==> src/rtl/pool_window_gen.sv <==
// Raster pixel stream to non-overlapping 2x2 windows (stride 2) for the pooling stage.
// Optional status outputs (frame_done, win_count) are enabled by defining POOL_WIN_STATUS_EN.
module pool_window_gen #(
    parameter int DATA_W = 16,
    parameter int IMG_W  = 28,
    parameter int IMG_H  = 28
) (
    input  logic                     clk,
    input  logic                     rst,
    input  logic                     in_valid,
    output logic                     in_ready,
    input  logic signed [DATA_W-1:0] in_pixel,
    output logic                     win_valid,
    input  logic                     win_ready,
    output logic signed [DATA_W-1:0] window0,
    output logic signed [DATA_W-1:0] window1,
    output logic signed [DATA_W-1:0] window2,
    output logic signed [DATA_W-1:0] window3
`ifdef POOL_WIN_STATUS_EN
    ,
    output logic                     frame_done,
    output logic [15:0]              win_count
`endif
);

    localparam int CW = (IMG_W > 1) ? $clog2(IMG_W) : 1;
    localparam int RW = (IMG_H > 1) ? $clog2(IMG_H) : 1;

    typedef enum logic {
        ST_TOP,
        ST_BOT
    } state_t;

    state_t                     state_q, state_d;
    logic [CW-1:0]              col_q, col_d;
    logic [RW-1:0]              row_q, row_d;
    logic                       win_valid_q, win_valid_d;
    logic                       last_win_q, last_win_d;
    logic signed [DATA_W-1:0]   win0_q, win0_d;
    logic signed [DATA_W-1:0]   win1_q, win1_d;
    logic signed [DATA_W-1:0]   win2_q, win2_d;
    logic signed [DATA_W-1:0]   win3_q, win3_d;
    logic signed [DATA_W-1:0]   bl_reg_q, bl_reg_d;
    logic signed [DATA_W-1:0]   linebuf_q [IMG_W];

    logic          accept;
    logic          handshake;
    logic          col_last;
    logic          row_last;
    logic          lb_we;
    logic [CW-1:0] col_pair;

    assign in_ready  = !win_valid_q || win_ready;
    assign accept    = in_valid && in_ready;
    assign handshake = win_valid_q && win_ready;
    assign col_last  = (col_q == CW'(IMG_W - 1));
    assign row_last  = (row_q == RW'(IMG_H - 1));
    // Even column of the current pair: left-hand linebuf entry of the window.
    assign col_pair  = col_q & ~CW'(1);

    always_comb begin
        state_d     = state_q;
        col_d       = col_q;
        row_d       = row_q;
        win_valid_d = win_valid_q;
        last_win_d  = last_win_q;
        win0_d      = win0_q;
        win1_d      = win1_q;
        win2_d      = win2_q;
        win3_d      = win3_q;
        bl_reg_d    = bl_reg_q;
        lb_we       = 1'b0;

        if (handshake) begin
            win_valid_d = 1'b0;
        end

        if (accept) begin
            col_d = col_last ? '0 : col_q + CW'(1);
            if (col_last) begin
                row_d   = row_last ? '0 : row_q + RW'(1);
                state_d = (state_q == ST_TOP) ? ST_BOT : ST_TOP;
            end

            if (state_q == ST_TOP) begin
                lb_we = 1'b1;
            end else if (!col_q[0]) begin
                bl_reg_d = in_pixel;
            end else begin
                // Completing beat: a load here wins over the handshake clear above.
                win0_d      = linebuf_q[col_pair];
                win1_d      = linebuf_q[col_q];
                win2_d      = bl_reg_q;
                win3_d      = in_pixel;
                win_valid_d = 1'b1;
                last_win_d  = row_last && col_last;
            end
        end
    end

    always_ff @(posedge clk) begin
        if (rst) begin
            state_q     <= ST_TOP;
            col_q       <= '0;
            row_q       <= '0;
            win_valid_q <= 1'b0;
            last_win_q  <= 1'b0;
            win0_q      <= '0;
            win1_q      <= '0;
            win2_q      <= '0;
            win3_q      <= '0;
        end else begin
            state_q     <= state_d;
            col_q       <= col_d;
            row_q       <= row_d;
            win_valid_q <= win_valid_d;
            last_win_q  <= last_win_d;
            win0_q      <= win0_d;
            win1_q      <= win1_d;
            win2_q      <= win2_d;
            win3_q      <= win3_d;
        end
    end

    // Line buffer and held bottom-left pixel carry no reset; stale contents are never emitted.
    always_ff @(posedge clk) begin
        if (lb_we) begin
            linebuf_q[col_q] <= in_pixel;
        end
        bl_reg_q <= bl_reg_d;
    end

    assign win_valid = win_valid_q;
    assign window0   = win0_q;
    assign window1   = win1_q;
    assign window2   = win2_q;
    assign window3   = win3_q;

`ifdef POOL_WIN_STATUS_EN
    logic        frame_done_q, frame_done_d;
    logic [15:0] win_count_q, win_count_d;

    // The count shows the full frame total during the frame_done cycle, then restarts.
    always_comb begin
        frame_done_d = handshake && last_win_q;
        win_count_d  = win_count_q;
        if (frame_done_q) begin
            win_count_d = handshake ? 16'd1 : 16'd0;
        end else if (handshake) begin
            win_count_d = win_count_q + 16'd1;
        end
    end

    always_ff @(posedge clk) begin
        if (rst) begin
            frame_done_q <= 1'b0;
            win_count_q  <= '0;
        end else begin
            frame_done_q <= frame_done_d;
            win_count_q  <= win_count_d;
        end
    end

    assign frame_done = frame_done_q;
    assign win_count  = win_count_q;
`endif

endmodule

==> config.mk <==
export PLATFORM = sky130hd
export DESIGN_NAME = pool_window_gen
export DESIGN_NICKNAME = d
export VERILOG_FILES = /design/src/rtl/pool_window_gen.sv
export SDC_FILE = /design/constraint.sdc
export NUM_CORES = 1
export LEC_CHECK = 0
export CORE_UTILIZATION = 45
export CTS_CLUSTER_DIAMETER = 30
export DETAILED_ROUTE_END_ITERATION = 6
export GPL_ROUTABILITY_DRIVEN = 0
export MAX_ROUTING_LAYER = met4
export SKIP_LAST_GASP = 1
export SYNTH_ARGS = -nofsm -noshare
export SYNTH_HDL_FRONTEND = slang
export SYNTH_SLANG_ARGS = --single-unit
==> constraint.sdc <==
create_clock -name clk -period 5.6 [get_ports clk]
set_input_delay 0.56 -clock clk [delete_from_list [all_inputs] [get_ports clk]]
set_output_delay 0.56 -clock clk [all_outputs]
set_load 0.005 [all_outputs]
[Word level (Yosys, flattened, before mapping)]
Memory sizes are Yosys's and may differ from the RTL's. A register that Yosys moved wholly into a read port is not among the register bits.
Index checks and enable logic that the tools add are counted.
W data, S select, Z words.
Operators by class
  add/sub/neg operators: 1
  multipliers: 0
  divide/modulo/power cells: 0
  order comparisons: 0
  equality and inequality tests: 1
  shift-type cells: 0
  mux-type cells: 9
  bitwise logic cells: 1
  reductions and logical operators: 7
Operators with widths (number)
  $mux W1: 8
  $reduce_and A3 Y1: 2
  $add A5 B1 Y5 const B: 1
  $eq A5 B5 Y1 const B: 1
  $mux W5: 1
  $logic_and A1 B1 Y1: 2
  $reduce_and A2 Y1: 1
  $logic_not A1 Y1: 1
  $logic_or A1 B1 Y1: 1
  $not A1 Y1: 1
Word-level totals
  bits in registers: 55
  latch bits: 0
  bits in writable memories: 448
  memory bits (read-only): 0
  input port bits: 20
  output and inout bits: 66
  word-level logic and storage cells: 26
  memories: 1
Memory list
  linebuf_q: words 28, width 16, read ports 2, clocked after Yosys merged registers in 2, write ports 1, line 44  | logic signed [DATA_W-1:0] linebuf_q [IMG_W];

[Depth between registers and ports, before layout]
  word-level depth: 6
  depth in mapped cells: 8
  gate-level depth less buffers: 5

[Worst setup path after synthesis]
No wires, ideal clock.
  path kind: flip-flop to flip-flop
  start: register col_q[0]
  end: memory linebuf_q[26][0] (enable)
  library setup time: 0.409 ns
  arrival time: 2.419 ns
  required time: 5.191 ns
  setup slack: 2.771 ns
  stages on the path, launching flop included: 8
  buffers on the path: 3
  period minus slack after synthesis: 2.829 ns
  cells stage by stage: dfxtp_1 > buf_6 > buf_2 > buf_4 > inv_1 > ha_1 > nand2_1 > nor3_1
RTL lines
  start, declared: line 35  | logic [CW-1:0] col_q, col_d;
  start signal, assigned: line 114  | col_q <= col_d;
  end, declared: line 44
Straight into the memory's write port.

[Worst setup path after layout]
  start: input in_valid
  end: memory linebuf_q[25][4] (enable)
On the way
  longest elaborated chain between the ends: 4
RTL lines
  start, declared: line 10  | input logic in_valid,
  $logic_and A1 B1 Y1: line 54  | assign accept = in_valid && in_ready;
  $mux W1: line 78  | if (accept) begin
  $mux W1: line 127  | if (lb_we) begin
  $mux W1 (not written as such): line 128  | linebuf_q[col_q] <= in_pixel;
No other way between the ends.

==> metrics.csv <==
stage,metric,value,unit
timing,Worst-Margin Slew,1250,ps
setup_path,Critical Path Max Stage Delay,1060,ps
global_route,antenna violations before repair,1,
drt,final WL,52.8,mm
place,Port Buffers,85,
yosys,yosys warns,0,
clock_network,Sink Count,535,
yosys,"Cell Area, Synth",0.0208,mm²
clock_network,root buffer cell,clkbuf_16,
floorplan,Initial Utilization,45.7,%
timing,Final Skew,23.5,ps
layout,Util after Layout,57.1,%
setup_path,CP startpoint,in_valid,
clock_network,setup repair bufs after CTS,0,
clock_network,clock-pin transition on the worst setup and hold timing paths,50,ps
drt,Vias/cell,5.67,
power,P_int,8.73,mW
power,power per cell area,423,mW/mm²
setup_path,crit end category,flip-flop,
layout,most frequent cells in the layout,"edfxtp_1 (464), mux2i_1 (151), clkbuf_16 (99)",
setup_path,crit path cell chain,clkdlybuf4s50_1 -> inv_1 -> nor3_1 -> nand2_1 -> nor3_2,
place,DP Cell Count,1918,
layout,non-filler instance count after layout,2104,
yosys,Post-synth EDFFs,464,
layout,fin area,0.0260,mm²
yosys,cell taking the most area after synthesis,edfxtp_1,
clock_network,H-tree levels,3,
global_route,vias in the first global route,11800,
timing,Worst slew margin,16.4,%
clock_network,# hold bufs at CTS,0,
clock_network,CTS tree,done,
yosys,sequential element share of the synthesized area,73.9,%
floorplan,Die X,217,µm
yosys,Mapped Cells,1254,
power,Gate power share,3.2,%
power,static leakage,8.30,nW
place,dpl ws,1870,ps
place,DP HPWL,31.1,mm
timing,final setup margin,2550,ps
setup_path,startpoint types,primary input,
global_route,GRT Overall Usage,23.6,%
layout,"commonest non-fill, non-tap cell in the layout",edfxtp_1,
yosys,Synth area leaders,"edfxtp_1 (67%), mux2i_1 (7.3%), dfxtp_1 (6.8%), mux4_2 (3.9%), nand2_1 (1.7%)",
setup_path,reg2reg setup slack,2630,ps
clock_network,number of gates resized after CTS,0,
timing,Final Hold Vio Count,0,
hold_path,worst hold start,window3[2]$_SDFFE_PP0P_,
drt,DRT Pass-1 Iters,5,
power,Flop pwr share,39.8,%
setup_path,CP max FO,16,
yosys,"FF+latch count, synth",535,
drt,via count,11900,
setup_path,Critical Path RT,5820,ps
yosys,number of distinct library cells after synthesis,46,
power,Pwr Total,11.0,mW
setup_path,Worst path slowest cell,nor3_2,
power,Peak VDD IR,243,µV
outcome,status,"complete, no violations",
timing,setup violators final,0,
clock_network,CTS Buf Count,98,
drt,"antenna viol nets, final",0,
layout,Ant. Diodes,0,
drt,drt initial violations,1033,
clock_network,clock buffer depth,3,
floorplan,die span in y,217,µm
layout,synthesis-to-finish area growth,25.0,%
power,clock network power share,56.9,%
power,Net Switching,2.27,mW
timing,RSZ-0062 raised after global routing,false,
timing,hold slack final,450,ps
floorplan,core footprint,0.0455,mm²
yosys,Synth Net Count,1279,
global_route,largest net degree at the start of global routing,64,
layout,Final #Nets,1443,
timing,"Slew Viols, Final",0,
hold_path,Hold Crit Class,flip-flop to flip-flop,
floorplan,Total Die Area,0.0470,mm²
yosys,dominant synthesized flop cell,edfxtp_1,
yosys,area share of the leading cell type in the synthesized netlist,67.0,%
setup_path,Reg2Reg Launch Point,col_q[2]$_SDFFE_PP0N_,
drt,WL per Instance,25.1,µm
global_route,first-pass GRT wire length,78.2,mm
timing,FMAX,0.328,GHz
flow_run,total of max-cap violations,0,
floorplan,IO Count,86,
layout,layout cells sized above 1,20.4,%
timing,final setup TNS,0,ps
floorplan,num rows,78,
timing,final worst path period share,54.4,%
place,placed instance area,0.0224,mm²
setup_path,crit path DAT,3270,ps
global_route,gr ovfl total,0,
setup_path,Setup CP Type,primary input to flip-flop,
clock_network,Clock Latency Late Sink,620,ps
yosys,Synth Area per Inst,16.6,µm²
yosys,post-synthesis async set-or-reset flop share,0,%
drt,DRC errors left,0,
power,sw frac,20.6,%
timing,crit path time final,3050,ps
-- Yosys cell counts, types with 6 or more instances --
| cell | number |
|---|---|
| nand3b_1 | 8 |
| buf_6 | 8 |
| a31oi_1 | 9 |
| o21bai_1 | 6 |
| o22ai_1 | 27 |
| buf_4 | 18 |
| a311oi_1 | 10 |
| a22oi_1 | 29 |
| clkbuf_1 | 34 |
| a221oi_1 | 6 |
| a211oi_1 | 18 |
| nand3_1 | 20 |
| inv_1 | 7 |
| nor2b_1 | 7 |
| mux4_2 | 36 |
| nor3_1 | 10 |
| edfxtp_1 | 464 |
| a21oi_1 | 54 |
| o21ai_0 | 9 |
| mux2i_1 | 151 |
| nor2_1 | 61 |
| buf_2 | 17 |
| mux2_2 | 21 |
| nand2_1 | 93 |
| dfxtp_1 | 71 |
| o41ai_1 | 6 |
-- critical path: cells and delay by family --
family | cells | cell delay [ps]
buffers and inverters | 2 | 700
AND/OR/NAND/NOR | 3 | 1990
-- final cells by class --
cell class / count / area (µm²)
Inverter: 8 / 30.0
Timing Repair Buffer: 143 / 1280
Fill cell: 3510 / 19500
Multi-Input combinational cell: 632 / 4980
Tap cell: 600 / 751
Clock inverter: 76 / 1020
Clock buffer: 110 / 2560
Sequential cell: 535 / 15400
-- power groups by stage --
stage | clock (mW) | sequential [mW] | combinational (mW)
3_5_place_dp | 0 | 4.46 | 0.357
6_report | 6.26 | 4.38 | 0.357
2_1_floorplan | 0 | 4.44 | 0.220
5_1_grt | 6.55 | 4.38 | 0.380
3_3_place_gp | 0 | 4.46 | 0.353
4_1_cts | 6.34 | 4.38 | 0.358
-- registers in the layout, summed over array words and instances (netlist names) --
register	flops
bl_reg_q	16
col_q	5
linebuf_q	448
state_q	1
win_valid	1
window0	16
window1	16
window2	16
window3	16
-- worst paths after layout --
path,depth (start not counted),endpoint
worst min-delay path,2,window3[2]$_SDFFE_PP0P_
worst max register to register,4,window0[7]$_SDFFE_PP0P_
worst min register to register,2,window3[2]$_SDFFE_PP0P_
worst max-delay path,5,linebuf_q[25][4]$_DFFE_PP_
-- metal layers --
metal | up-vias | track usage [%] | routed length [µm]
met4 | 0 | 7.91 | 1080
met1 | 6053 | 32.6 | 23300
met5 | - | - | 0
met3 | 63 | 3.96 | 3760
li1 | 5297 | - | -
met2 | 513 | 35.7 | 24700
-- cell families after synthesis --
family	count (synthesis)	synth area share, %
compound gates	192	6.26
xor+xnor	5	0.211
fa+ha+maj	5	0.301
buf+inv	87	2.29
flops	535	73.9
mux	208	12.3
simple gates	222	4.75
Power figures use the tool's default switching activity.
